$ cat src/rtl/uncached_axi_master_if.sv
// Bus bundle for the uncached data path: sram_like side plus AXI3 channels.
// The master modport is the bridge-facing AXI master; slave is the opposite end.
interface uncached_axi_master_if;
  logic        req;
  logic        wr;
  logic [1:0]  size;
  logic [31:0] addr;
  logic [31:0] wdata;
  logic [31:0] rdata;
  logic        addr_ok;
  logic        data_ok;

  logic [3:0]  arid;
  logic [31:0] araddr;
  logic [3:0]  arlen;
  logic [2:0]  arsize;
  logic [1:0]  arburst;
  logic [1:0]  arlock;
  logic [3:0]  arcache;
  logic [2:0]  arprot;
  logic        arvalid;
  logic        arready;

  logic [3:0]  rid;
  logic [31:0] rdata_axi;
  logic [1:0]  rresp;
  logic        rlast;
  logic        rvalid;
  logic        rready;

  logic [3:0]  awid;
  logic [31:0] awaddr;
  logic [3:0]  awlen;
  logic [2:0]  awsize;
  logic [1:0]  awburst;
  logic [1:0]  awlock;
  logic [3:0]  awcache;
  logic [2:0]  awprot;
  logic        awvalid;
  logic        awready;

  logic [3:0]  wid;
  logic [31:0] wdata_axi;
  logic [3:0]  wstrb;
  logic        wlast;
  logic        wvalid;
  logic        wready;

  logic [3:0]  bid;
  logic [1:0]  bresp;
  logic        bvalid;
  logic        bready;

  modport master (
    input  req, wr, size, addr, wdata,
    output rdata, addr_ok, data_ok,
    output arid, araddr, arlen, arsize, arburst,
    output arlock, arcache, arprot, arvalid,
    input  arready,
    input  rid, rdata_axi, rresp, rlast, rvalid,
    output rready,
    output awid, awaddr, awlen, awsize, awburst,
    output awlock, awcache, awprot, awvalid,
    input  awready,
    output wid, wdata_axi, wstrb, wlast, wvalid,
    input  wready,
    input  bid, bresp, bvalid,
    output bready
  );

  modport slave (
    output req, wr, size, addr, wdata,
    input  rdata, addr_ok, data_ok,
    input  arid, araddr, arlen, arsize, arburst,
    input  arlock, arcache, arprot, arvalid,
    output arready,
    output rid, rdata_axi, rresp, rlast, rvalid,
    input  rready,
    input  awid, awaddr, awlen, awsize, awburst,
    input  awlock, awcache, awprot, awvalid,
    output awready,
    input  wid, wdata_axi, wstrb, wlast, wvalid,
    output wready,
    output bid, bresp, bvalid,
    input  bready
  );
endinterface

$ cat src/rtl/uncached_axi_master.sv
// Single-outstanding sram_like to AXI3 master for uncached/MMIO accesses.
// Optional `UNCACHED_RESP_CHECK_EN enables the sticky err flag on bad resp.
module uncached_axi_master #(
  parameter logic [3:0] AXI_ID = 4'd1
) (
  input  logic                        clk,
  input  logic                        rst,
  uncached_axi_master_if.master       bus,
  output logic                        err
);

  typedef enum logic [2:0] {
    IDLE, AR, R, AW_W, B, DONE
  } state_t;

  state_t      state;
  logic [31:0] addr_q;
  logic [31:0] wdata_q;
  logic [31:0] rdata_q;
  logic [1:0]  size_q;
  logic        aw_done;
  logic        w_done;
  logic        arvalid_q;
  logic        rready_q;
  logic        awvalid_q;
  logic        wvalid_q;
  logic        bready_q;
  logic        data_ok_q;
  logic        aw_hs;
  logic        w_hs;
  logic        aw_ok;
  logic        w_ok;
  logic [3:0]  strb;

  assign bus.addr_ok = bus.req & ~rst & (state == IDLE);

  assign aw_hs = awvalid_q & bus.awready;
  assign w_hs  = wvalid_q & bus.wready;
  assign aw_ok = aw_done | aw_hs;
  assign w_ok  = w_done | w_hs;

  assign bus.rdata   = rdata_q;
  assign bus.data_ok = data_ok_q;

  assign bus.arid    = AXI_ID;
  assign bus.araddr  = addr_q;
  assign bus.arlen   = 4'd0;
  assign bus.arsize  = {1'b0, size_q};
  assign bus.arburst = 2'b01;
  assign bus.arlock  = 2'b00;
  assign bus.arcache = 4'd0;
  assign bus.arprot  = 3'd0;
  assign bus.arvalid = arvalid_q;
  assign bus.rready  = rready_q;

  assign bus.awid    = AXI_ID;
  assign bus.awaddr  = addr_q;
  assign bus.awlen   = 4'd0;
  assign bus.awsize  = {1'b0, size_q};
  assign bus.awburst = 2'b01;
  assign bus.awlock  = 2'b00;
  assign bus.awcache = 4'd0;
  assign bus.awprot  = 3'd0;
  assign bus.awvalid = awvalid_q;

  assign bus.wid       = AXI_ID;
  assign bus.wdata_axi = wdata_q;
  assign bus.wstrb     = strb;
  assign bus.wlast     = 1'b1;
  assign bus.wvalid    = wvalid_q;
  assign bus.bready    = bready_q;

  // byte-lane strobes from the latched size and low address bits
  always_comb begin
    strb = 4'b1111;
    unique case (1'b1)
      size_q == 2'd0: strb = 4'b0001 << addr_q[1:0];
      size_q == 2'd1: strb = addr_q[1] ? 4'b1100 : 4'b0011;
      default:        strb = 4'b1111;
    endcase
  end

  // request FSM with registered handshake outputs
  always_ff @(posedge clk) begin
    if (rst) begin
      state     <= IDLE;
      addr_q    <= 32'd0;
      wdata_q   <= 32'd0;
      rdata_q   <= 32'd0;
      size_q    <= 2'd0;
      aw_done   <= 1'b0;
      w_done    <= 1'b0;
      arvalid_q <= 1'b0;
      rready_q  <= 1'b0;
      awvalid_q <= 1'b0;
      wvalid_q  <= 1'b0;
      bready_q  <= 1'b0;
      data_ok_q <= 1'b0;
    end else begin
      data_ok_q <= 1'b0;
      unique case (state)
        IDLE: begin
          if (bus.req) begin
            addr_q  <= bus.addr;
            wdata_q <= bus.wdata;
            size_q  <= (bus.size == 2'd3) ? 2'd2 : bus.size;
            if (bus.wr) begin
              state     <= AW_W;
              awvalid_q <= 1'b1;
              wvalid_q  <= 1'b1;
            end else begin
              state     <= AR;
              arvalid_q <= 1'b1;
            end
          end
        end
        AR: begin
          if (bus.arready) begin
            arvalid_q <= 1'b0;
            rready_q  <= 1'b1;
            state     <= R;
          end
        end
        R: begin
          if (bus.rvalid) begin
            rready_q  <= 1'b0;
            rdata_q   <= bus.rdata_axi;
            data_ok_q <= 1'b1;
            state     <= DONE;
          end
        end
        AW_W: begin
          if (aw_hs) begin
            awvalid_q <= 1'b0;
            aw_done   <= 1'b1;
          end
          if (w_hs) begin
            wvalid_q <= 1'b0;
            w_done   <= 1'b1;
          end
          if (aw_ok & w_ok) begin
            aw_done  <= 1'b0;
            w_done   <= 1'b0;
            bready_q <= 1'b1;
            state    <= B;
          end
        end
        B: begin
          if (bus.bvalid) begin
            bready_q  <= 1'b0;
            data_ok_q <= 1'b1;
            state     <= DONE;
          end
        end
        DONE: state <= IDLE;
        default: state <= IDLE;
      endcase
    end
  end

`ifdef UNCACHED_RESP_CHECK_EN
  logic unused_ids;
  assign unused_ids = ^{bus.rid, bus.rlast, bus.bid};

  // sticky error on any non-OKAY read or write response
  always_ff @(posedge clk) begin
    if (rst) begin
      err <= 1'b0;
    end else if ((state == R && bus.rvalid && bus.rresp != 2'b00) ||
                 (state == B && bus.bvalid && bus.bresp != 2'b00)) begin
      err <= 1'b1;
    end
  end
`else
  logic unused_ids;
  assign unused_ids = ^{bus.rid, bus.rlast, bus.bid, bus.rresp, bus.bresp};
  assign err = 1'b0;
`endif

endmodule

$ cat src/flat_wrapper.sv
// flat-port wrapper written by rule: the top's interface ports become plain ports
module uncached_axi_master_flat 
#(
  parameter logic [3:0] AXI_ID = 4'd1
)
  (clk, rst, err, bus_req, bus_wr, bus_size, bus_addr, bus_wdata, bus_rdata, bus_addr_ok, bus_data_ok, bus_arid, bus_araddr, bus_arlen, bus_arsize, bus_arburst, bus_arlock, bus_arcache, bus_arprot, bus_arvalid, bus_arready, bus_rid, bus_rdata_axi, bus_rresp, bus_rlast, bus_rvalid, bus_rready, bus_awid, bus_awaddr, bus_awlen, bus_awsize, bus_awburst, bus_awlock, bus_awcache, bus_awprot, bus_awvalid, bus_awready, bus_wid, bus_wdata_axi, bus_wstrb, bus_wlast, bus_wvalid, bus_wready, bus_bid, bus_bresp, bus_bvalid, bus_bready);
  uncached_axi_master_if bus_i ();
  input  logic clk;
  input  logic rst;
  output logic err;
  input wire logic [$bits(bus_i.req)-1:0] bus_req;
  input wire logic [$bits(bus_i.wr)-1:0] bus_wr;
  input wire logic [$bits(bus_i.size)-1:0] bus_size;
  input wire logic [$bits(bus_i.addr)-1:0] bus_addr;
  input wire logic [$bits(bus_i.wdata)-1:0] bus_wdata;
  output wire logic [$bits(bus_i.rdata)-1:0] bus_rdata;
  output wire logic [$bits(bus_i.addr_ok)-1:0] bus_addr_ok;
  output wire logic [$bits(bus_i.data_ok)-1:0] bus_data_ok;
  output wire logic [$bits(bus_i.arid)-1:0] bus_arid;
  output wire logic [$bits(bus_i.araddr)-1:0] bus_araddr;
  output wire logic [$bits(bus_i.arlen)-1:0] bus_arlen;
  output wire logic [$bits(bus_i.arsize)-1:0] bus_arsize;
  output wire logic [$bits(bus_i.arburst)-1:0] bus_arburst;
  output wire logic [$bits(bus_i.arlock)-1:0] bus_arlock;
  output wire logic [$bits(bus_i.arcache)-1:0] bus_arcache;
  output wire logic [$bits(bus_i.arprot)-1:0] bus_arprot;
  output wire logic [$bits(bus_i.arvalid)-1:0] bus_arvalid;
  input wire logic [$bits(bus_i.arready)-1:0] bus_arready;
  input wire logic [$bits(bus_i.rid)-1:0] bus_rid;
  input wire logic [$bits(bus_i.rdata_axi)-1:0] bus_rdata_axi;
  input wire logic [$bits(bus_i.rresp)-1:0] bus_rresp;
  input wire logic [$bits(bus_i.rlast)-1:0] bus_rlast;
  input wire logic [$bits(bus_i.rvalid)-1:0] bus_rvalid;
  output wire logic [$bits(bus_i.rready)-1:0] bus_rready;
  output wire logic [$bits(bus_i.awid)-1:0] bus_awid;
  output wire logic [$bits(bus_i.awaddr)-1:0] bus_awaddr;
  output wire logic [$bits(bus_i.awlen)-1:0] bus_awlen;
  output wire logic [$bits(bus_i.awsize)-1:0] bus_awsize;
  output wire logic [$bits(bus_i.awburst)-1:0] bus_awburst;
  output wire logic [$bits(bus_i.awlock)-1:0] bus_awlock;
  output wire logic [$bits(bus_i.awcache)-1:0] bus_awcache;
  output wire logic [$bits(bus_i.awprot)-1:0] bus_awprot;
  output wire logic [$bits(bus_i.awvalid)-1:0] bus_awvalid;
  input wire logic [$bits(bus_i.awready)-1:0] bus_awready;
  output wire logic [$bits(bus_i.wid)-1:0] bus_wid;
  output wire logic [$bits(bus_i.wdata_axi)-1:0] bus_wdata_axi;
  output wire logic [$bits(bus_i.wstrb)-1:0] bus_wstrb;
  output wire logic [$bits(bus_i.wlast)-1:0] bus_wlast;
  output wire logic [$bits(bus_i.wvalid)-1:0] bus_wvalid;
  input wire logic [$bits(bus_i.wready)-1:0] bus_wready;
  input wire logic [$bits(bus_i.bid)-1:0] bus_bid;
  input wire logic [$bits(bus_i.bresp)-1:0] bus_bresp;
  input wire logic [$bits(bus_i.bvalid)-1:0] bus_bvalid;
  output wire logic [$bits(bus_i.bready)-1:0] bus_bready;
  assign bus_i.req = bus_req;
  assign bus_i.wr = bus_wr;
  assign bus_i.size = bus_size;
  assign bus_i.addr = bus_addr;
  assign bus_i.wdata = bus_wdata;
  assign bus_rdata = bus_i.rdata;
  assign bus_addr_ok = bus_i.addr_ok;
  assign bus_data_ok = bus_i.data_ok;
  assign bus_arid = bus_i.arid;
  assign bus_araddr = bus_i.araddr;
  assign bus_arlen = bus_i.arlen;
  assign bus_arsize = bus_i.arsize;
  assign bus_arburst = bus_i.arburst;
  assign bus_arlock = bus_i.arlock;
  assign bus_arcache = bus_i.arcache;
  assign bus_arprot = bus_i.arprot;
  assign bus_arvalid = bus_i.arvalid;
  assign bus_i.arready = bus_arready;
  assign bus_i.rid = bus_rid;
  assign bus_i.rdata_axi = bus_rdata_axi;
  assign bus_i.rresp = bus_rresp;
  assign bus_i.rlast = bus_rlast;
  assign bus_i.rvalid = bus_rvalid;
  assign bus_rready = bus_i.rready;
  assign bus_awid = bus_i.awid;
  assign bus_awaddr = bus_i.awaddr;
  assign bus_awlen = bus_i.awlen;
  assign bus_awsize = bus_i.awsize;
  assign bus_awburst = bus_i.awburst;
  assign bus_awlock = bus_i.awlock;
  assign bus_awcache = bus_i.awcache;
  assign bus_awprot = bus_i.awprot;
  assign bus_awvalid = bus_i.awvalid;
  assign bus_i.awready = bus_awready;
  assign bus_wid = bus_i.wid;
  assign bus_wdata_axi = bus_i.wdata_axi;
  assign bus_wstrb = bus_i.wstrb;
  assign bus_wlast = bus_i.wlast;
  assign bus_wvalid = bus_i.wvalid;
  assign bus_i.wready = bus_wready;
  assign bus_i.bid = bus_bid;
  assign bus_i.bresp = bus_bresp;
  assign bus_i.bvalid = bus_bvalid;
  assign bus_bready = bus_i.bready;
  uncached_axi_master #(.AXI_ID(AXI_ID)) u_core (.clk(clk), .rst(rst), .bus(bus_i), .err(err));
endmodule
$ cat config.mk
export PLATFORM = sky130hd
export DESIGN_NAME = uncached_axi_master_flat
export DESIGN_NICKNAME = d
export VERILOG_FILES = /design/src/rtl/uncached_axi_master_if.sv /design/src/rtl/uncached_axi_master.sv /design/src/flat_wrapper.sv
export SDC_FILE = /design/constraint.sdc
export NUM_CORES = 1
export LEC_CHECK = 0
export CAP_MARGIN = 30
export CORE_MARGIN = 4
export CORE_UTILIZATION = 36
export DETAILED_ROUTE_END_ITERATION = 10
export PLACE_DENSITY = 0.91
export SETUP_SLACK_MARGIN = 0.4
export SLEW_MARGIN = 20
export SYNTH_ARGS = -nofsm -noshare
export SYNTH_HDL_FRONTEND = slang
export SYNTH_SLANG_ARGS = --single-unit
$ cat constraint.sdc
create_clock -name clk -period 2.21 [get_ports clk]
set_input_delay 0.221 -clock clk [delete_from_list [all_inputs] [get_ports clk]]
set_output_delay 0.221 -clock clk [all_outputs]
set_load 0.005 [all_outputs]
* Word-level counts from Yosys, hierarchy flattened *
Cells that the tools add are included.

storage, ports and cells
  flip-flop bits (word level) = 109
  bits in latches = 0
  memory bits (writable) = 0
  bits in read-only memories = 0
  input bits = 120
  memories kept = 0

cells by class
  add/subtract/negate cells = 0
  multiply operators = 0
  divide/modulo/power cells = 0
  $lt $le $gt $ge = 0
  equal/unequal tests = 15
  shift-type cells = 1
  mux-type cells = 33
  bitwise operators = 8
  reduce and logical (&&, ||, !) cells = 18

operators by type and width
  kind                                                    count
  two-way mux 1 bit                                       17
  two-way mux 3 bit                                       5
  one-hot mux 3 bit (5 select lines)                      1
  inequality test 2 bit (second input constant)           6
  one-hot mux 1 bit (2 select lines)                      6
  AND reduction 4 bit                                     3
  nonzero test 2 bit                                      6
  one-hot mux 4 bit (2 select lines)                      1
  AND reduction 2 bit                                     4
  == test 3 x 2 -> 1 bit (second input constant)          2
  inequality test 2 x 1 -> 1 bit (second input constant)  3
  AND reduction 3 bit                                     2
  bitwise AND 1 bit                                       5
  AND reduction 5 bit                                     1
  two-way mux 2 bit                                       2
  two-way mux 4 bit                                       1
  << shifter 1 x 2 -> 4 bit (first input constant)        1
  == test 3 x 1 -> 1 bit (second input constant)          1
  == test 3 bit (second input constant)                   1
  zero test 3 bit                                         1
  == test 2 x 1 -> 1 bit (second input constant)          1
  == test 2 bit (second input constant)                   1
  zero test 2 bit                                         1
  OR 1 bit                                                2
  NOT 1 bit                                               1

* Logic depth before layout (Yosys ltp) *
Gate-level depths: netlist of run 1.

  depth after elaboration = 5
  gate-level depth with buffers = 7

* Least setup slack after synthesis of run 1 *
Ideal clock, no wire load.

  path kind = register to output
  start = register u_core.state[2]
  end = output port bus_addr_ok
  arrival = 1.341 ns
  data required time = 1.989 ns
  setup slack = 0.648 ns
  stages on the path, launching flop included = 6
  cells stage by stage = dfxtp_1 buf_6 or4b_4 buf_6 buf_2 nor2_1

between the ends
  cells in the longest elaborated chain, start to end = 2

ends and longest elaborated chain
  what                      RTL line                    RTL
  start: declaration        uncached_axi_master.sv:16   state_t state;
  start signal: assignment  uncached_axi_master.sv:86   state <= IDLE;
  start signal: assignment  uncached_axi_master.sv:108  state <= AW_W;
  start signal: assignment  uncached_axi_master.sv:112  state <= AR;
  zero test 3 bit           uncached_axi_master.sv:35   assign bus.addr_ok = bus.req & ~rst & (state == IDLE);
  bitwise AND 1 bit         uncached_axi_master.sv:35
  end: declaration          flat_wrapper.sv:17          output wire logic [$bits(bus_i.addr_ok)-1:0] bus_addr_ok;

No other way between the ends.

* Worst setup path in the final report of run 1 *
  start = register u_core.size_q[0]
  end = output port bus_wstrb[0]

between the ends
  cells in the longest elaborated chain, start to end = 2
  elaborated cells between the ends (all ways) = 3

ends and longest elaborated chain
  what                                                       RTL line                                              RTL
  start: declaration                                         uncached_axi_master.sv:20                             logic [1:0] size_q;
  start signal: assignment                                   uncached_axi_master.sv:106                            size_q <= (bus.size == 2'd3) ? 2'd2 : bus.size;
  == test 2 x 1 -> 1 bit or zero test 2 bit (tied branches)  uncached_axi_master.sv:78, uncached_axi_master.sv:77
  one-hot mux 4 bit (2 select lines) (*)                     uncached_axi_master.sv:76                             unique case (1'b1)
  end: declaration                                           flat_wrapper.sv:47                                    output wire logic [$bits(bus_i.wstrb)-1:0] bus_wstrb;

Mark *: on every way between the ends. The rest lies on a longest branch, timed or not.

==> results of run 1 <==
[worst max-delay path by stage]
stage,end,slack [ns],cells after the start
2_1_floorplan,bus_addr_ok,0.65,5
3_3_place_gp,bus_addr_ok,0.11,4
3_5_place_dp,bus_addr_ok,0.10,4
4_1_cts,bus_addr_ok,0.40,3
5_1_grt,bus_wstrb[0],0.43,3
6_report,bus_wstrb[0],0.53,3
[registers in the layout, indices dropped and copies added, names as in the netlist]
register,flops
u_core.bus.wdata_axi,32
u_core.size_q,2
u_core.bus.araddr,32
u_core.aw_done,1
u_core.bus.data_ok,1
u_core.bus.rdata,32
u_core.bus.wvalid,1
u_core.w_done,1
u_core.bus.arvalid,1
u_core.bus.awvalid,1
u_core.bus.bready,1
u_core.bus.rready,1
u_core.state,3
[cell usage after synthesis, types with 2 or more instances]
cell type  number  share of area
nand2_1       198           0.16
dfxtp_1       109           0.48
a21oi_1       105           0.11
buf_4          80           0.13
clkbuf_1       21          0.017
buf_2          11          0.012
nor2_1          8         0.0066
buf_6           6          0.015
a21o_1          4         0.0066
nand3b_1        3         0.0049
a211oi_1        2         0.0033
a21boi_0        2         0.0033
a31oi_1         2         0.0027
and3b_1         2         0.0038
conb_1          2         0.0016
inv_1           2         0.0016
o21bai_1        2         0.0033
[cells by family after synthesis]
| family | count (synthesis) | share of synthesized area |
|---|---|---|
| flip-flops | 109 | 0.476 |
| multiplexers | 1 | 0.00246 |
| AND/OR/NAND/NOR | 221 | 0.198 |
| buffers and inverters | 120 | 0.177 |
| AO/OA/AOI/OAI | 124 | 0.145 |
| other | 2 | 0.00164 |
[critical path: cells and delay by family, from the launching register on]
kind | cells | cell delay [ns]
flip-flops | 1 | 0.34
AND/OR/NAND/NOR | 1 | 0.16
buffers and inverters | 1 | 0.44
AO/OA/AOI/OAI | 1 | 0.18
[layer usage]
| layer | up-vias | share of wire | wire, µm | GRT usage |
|---|---|---|---|---|
| li1 | 2126 | - | - | - |
| met1 | 1950 | 0.39 | 5110 | 0.177 |
| met2 | 176 | 0.51 | 6700 | 0.306 |
| met3 | 11 | 0.095 | 1260 | 0.0659 |
| met4 | 0 | 0.013 | 176 | 0.0545 |
| met5 | - | 0 | 0 | 0 |
[where the power goes]
group          switching, mW  total (mW)  internal, mW
Clock                  0.756        1.69         0.931
Combinational           1.12        2.48          1.35
Sequential             0.217        2.53          2.32
Total                   2.09        6.70          4.60
[area by class of cell]
cell class	instances	share of cell area
repair buffers	258	0.366
flip-flops and latches	109	0.310
clock buffers	10	0.0337
well taps	168	0.0297
multi-input cells	392	0.250
clock inverters	6	0.0106
inverters	2	0.00106
[through the flow]
step	power, mW	hold WS (ns)
global route	7.12	0.409
finish	6.70	0.421
global placement	4.97	0.441
CTS	6.76	0.401
floorplan	3.90	0.337
detailed placement	5.04	0.446
[what timing repair did]
| item | CTS | global route |
|---|---|---|
| resized for setup | 10 | 5 |
| pin swaps | 0 | 1 |
| setup endpoints to repair | 2 | 4 |
| buffers inserted | 1 | 1 |
==> results.cfg, run 1 <==
[synth]
synth_warnings = 0
syn-cell-area_um2 = 4580
synthFlopType = dfxtp_1
synth_seq_cells = 109
ys_types = 35
syn_area_per_cell_um2 = 7.94
yosysSeqAreaShare = 0.476
async_flop_share = 0
synthCells = 577
synth_edf_count = 0

[place]
io_buffers = 249
gp_congestion = 0.753
hpwl_mm = 9.80
pre_cts_slack_ns = 0.101
dp_cells = 927
dpl_cell_area_um2 = 6740

[floorplan]
rows = 40
core_um2 = 12200
start_util = 0.375
die_w_um = 121
fp.dieH_um = 121
die-area_um2 = 14600
boundaryPins = 309

[route]
antenna_left = 0
wl_per_cell_um = 14.0
viasPerCell = 4.51
drc = 0
vias = 4263
dr.pass1.iters = 4
finalWirelength_mm = 13.2
drt_iter0_drc = 235

[layout]
post-route-util = 0.580
seq_area_um2 = 2190
multiInputGateArea_um2 = 1770
fin_cells = 945
syn2layout_area_growth_pct = 54.6
drive_gt1_frac = 0.0489
final_area_um2 = 7090
mostFrequentLayoutCells = 246 x clkdlybuf4s50_1, 198 x nand2_1, 105 x a21oi_1
fillers = 1069
mostFrequentLayoutCell = clkdlybuf4s50_1
antenna_cells = 0
nets = 892

[worst_setup_path]
startpoint = u_core.size_q[0]$_SDFFE_PP0P_
path_class = reg2out
slowest_delay_ns = 0.44
cp_slowest_cell = clkdlybuf4s50_1
crit_path_end_kind = output port
r2r_slack_ns = 0.53
ff2ff_path_depth = 4
crit_path_start_kind = flip-flop
path_max_fanout = 5
crit_chain = nand2b_1 > a21o_1 > clkdlybuf4s50_1
r2r_end = u_core.bus.wdata_axi[24]$_SDFFE_PP0P_
crit_arrival_ns = 1.46
critPathRequiredTime_ns = 1.99
timing.rr.start = u_core.state[2]$_SDFFE_PP0P_

[timing]
skew_ns = 0.00644
worst_slack_ns = 0.528
report.final.slew_viol_count = 0
rsz0062_at_grt = no
tightest_slew_ns = 0.722
fin_crit_ns = 1.68
fin_setup_tns_ns = 0
fmaxAchievable_mhz = 595
timing.final.crit_share = 0.761
max_slew_margin = 0.519
final_hold_viol_count = 0
finalSetupViolCount = 0

[cts]
cts.clk_slew.worst_paths_ns = 0.08
cts_made_buffers = 9
cts_tree = built
cts-root-buf = clkbuf_16
worstSkewPairLatency_ns = 0.34
cts_buffer_depth = 2
ctsHoldBuffers = 0
cts-htree-levels = 3
clock_sinks = 109

[hold_path]
hold_class = in2reg
worstHoldStart = bus_addr[28]
holdPathEnd = u_core.bus.araddr[28]$_SDFFE_PP0P_
min_path_cells = 3

[job]
drv_cap = 0

[power]
cellPowerDensity_nw_per_um2 = 945
peakVddDrop_uv = 579
total_leakage_power_nw = 2.63

[grt]
grt_usage = 0.168
grt_max_degree = 110
antenna_found_initial = 0
grt_pass1_vias = 4008
grt_pass1_wl_mm = 19.8
gr-total-overflow = 0

[outcome]
run_status = complete, no violations
Note: power is estimated with default switching activity, not from simulation.
==> run 2: changes to the inputs <==
clock period = 1.68 ns   (was 2.21 ns; I/O delays follow)
==> results.cfg, run 2 (synthesis gave the netlist of run 1 again) <==
[outcome]
run_status = complete, no violations

[cts]
worstSkewPairLatency_ns = 0.35
ctsHoldBuffers = 0
cts-htree-levels = 3
cts_tree = built
clock_sinks = 109
cts_buffer_depth = 2
cts-root-buf = clkbuf_16
cts_made_buffers = 9
cts.clk_slew.worst_paths_ns = 0.07

[worst_setup_path]
r2r_end = u_core.bus.arvalid$_SDFFE_PP0P_
crit_family = simple AND/OR/NAND/NOR gates
crit_path_end_kind = output port
r2r_slack_ns = 0.11
path_max_fanout = 2
worst-path-stages = 3
slowest_delay_ns = 0.57
timing.rr.start = u_core.state[1]$_SDFFE_PP0P_
path_buf_inv = 1
path_class = reg2out
crit_arrival_ns = 1.44
critPathRequiredTime_ns = 1.51
cp_slowest_cell = or4b_4
ff2ff_path_depth = 5
crit_chain = or4b_4 > nor2_4 > buf_6
cp-endpoint = bus_addr_ok
crit_path_start_kind = flip-flop
startpoint = u_core.state[1]$_SDFFE_PP0P_

[timing]
max_slew_margin = 0.648
rsz0062_at_grt = yes
final_hold_viol_count = 0
report.final.slew_viol_count = 0
holdWs_ns = 0.329
fin_crit_ns = 1.60
skew_ns = 0.00494
fmaxAchievable_mhz = 623
tightest_slew_ns = 0.527
finalSetupViolCount = 0
timing.final.crit_share = 0.955

[floorplan]
die-area_um2 = 14600
fp.dieH_um = 121
boundaryPins = 309
die_w_um = 121
start_util = 0.375
rows = 40
core_um2 = 12200

[layout]
post-route-util = 0.593
drive_gt1_frac = 0.0712
syn2layout_area_growth_pct = 58.1
nets = 901
mostFrequentLayoutCell = clkdlybuf4s50_1
antenna_cells = 0
mostFrequentLayoutCells = 240 x clkdlybuf4s50_1, 198 x nand2_1, 105 x a21oi_1

[power]
p_sw_frac = 0.309
peakVddDrop_uv = 785
p_int_mw = 6.21
pwr-share-seq = 0.371
p_comb_frac = 0.385
total_leakage_power_nw = 2.73
cellPowerDensity_nw_per_um2 = 1240
p_switching_mw = 2.78
power_frac_clock = 0.243
fin_total_pwr_mw = 9.00

[hold_path]
hold_class = in2reg
min_path_cells = 3

[place]
io_buffers = 249
gp_congestion = 0.747
hpwl_mm = 10.3

[grt]
grt_max_degree = 84
grt_usage = 0.176
grtUsageMet1 = 0.184
busiest_layer = met2
grtUsageMet3 = 0.0767
grt_pass1_wl_mm = 20.4
gr-total-overflow = 0
antenna_found_initial = 0
grt_pass1_vias = 4049
met2_usage = 0.314

[route]
dr.pass1.iters = 4
drt_iter0_drc = 169
vias = 4292
wl_per_cell_um = 14.5
finalWirelength_mm = 13.8
viasPerCell = 4.50
antenna_left = 0
drc = 0

[job]
drv_cap = 0
-- run 2: how the worst min path moves through the flow --
stage | start | to
CTS | rst | u_core.bus.araddr[1]$_SDFFE_PP0P_
floorplan | bus_wready | u_core.bus.wvalid$_SDFFE_PP0P_
global route | rst | u_core.bus.araddr[11]$_SDFFE_PP0P_
detailed placement | u_core.bus.wdata_axi[13]$_SDFFE_PP0P_ | u_core.bus.wdata_axi[13]$_SDFFE_PP0P_
finish | rst | u_core.size_q[0]$_SDFFE_PP0P_
global placement | u_core.bus.rdata[17]$_SDFFE_PP0P_ | u_core.bus.rdata[17]$_SDFFE_PP0P_
-- run 2: worst reg2reg max path, delay by kind of cell (launching register included) --
family	cells	cell delay [ns]
AO/OA/AOI/OAI	1	0.05
AND/OR/NAND/NOR	3	0.90
flip-flops	1	0.32
buffers and inverters	1	0.25
-- run 2: per-layer routing --
metal,vias to the layer above,wire [µm]
li1,2141,-
met1,1948,5120
met2,185,7160
met3,18,1300
met4,0,249
met5,-,0
-- run 2: what timing repair did --
action                     4_1_cts  5_1_grt
setup endpoints to repair      247      250
pin swaps                        3        3
gates cloned                     0        1
buffers inserted                 1        1
gates resized for setup         22       17
-- run 2: stage by stage --
step / cell area (µm²) / setup WS [ns] / setup TNS (ns) / instances
2_1_floorplan: 4770 / 0.120 / 0 / 621
3_3_place_gp: 6840 / -0.287 / -14.63 / 935
5_1_grt: 7240 / 0.0222 / 0 / 954
4_1_cts: 7170 / 0.0253 / 0 / 952
6_report: 7240 / 0.0752 / 0 / 954
3_5_place_dp: 6840 / -0.287 / -15.46 / 935
-- run 2: final cells by class --
type / count / area (µm²)
clock buffer: 11 / 253
timing repair buffer: 267 / 2720
inverter: 2 / 7.51
sequential: 109 / 2200
multi-input combinational: 392 / 1800
fill: 1086 / 4970
tap: 168 / 210
clock inverter: 5 / 58.8
-- run 2: power by group through the flow --
| stage | sequential, mW | combinational (mW) | clock, mW |
|---|---|---|---|
| final | 3.34 | 3.47 | 2.19 |
| after global placement | 3.36 | 3.36 | 0 |
| after global routing | 3.40 | 3.78 | 2.37 |
| after detailed placement | 3.39 | 3.42 | 0 |
| after floorplan | 3.40 | 1.77 | 0 |
| after CTS | 3.34 | 3.41 | 2.26 |
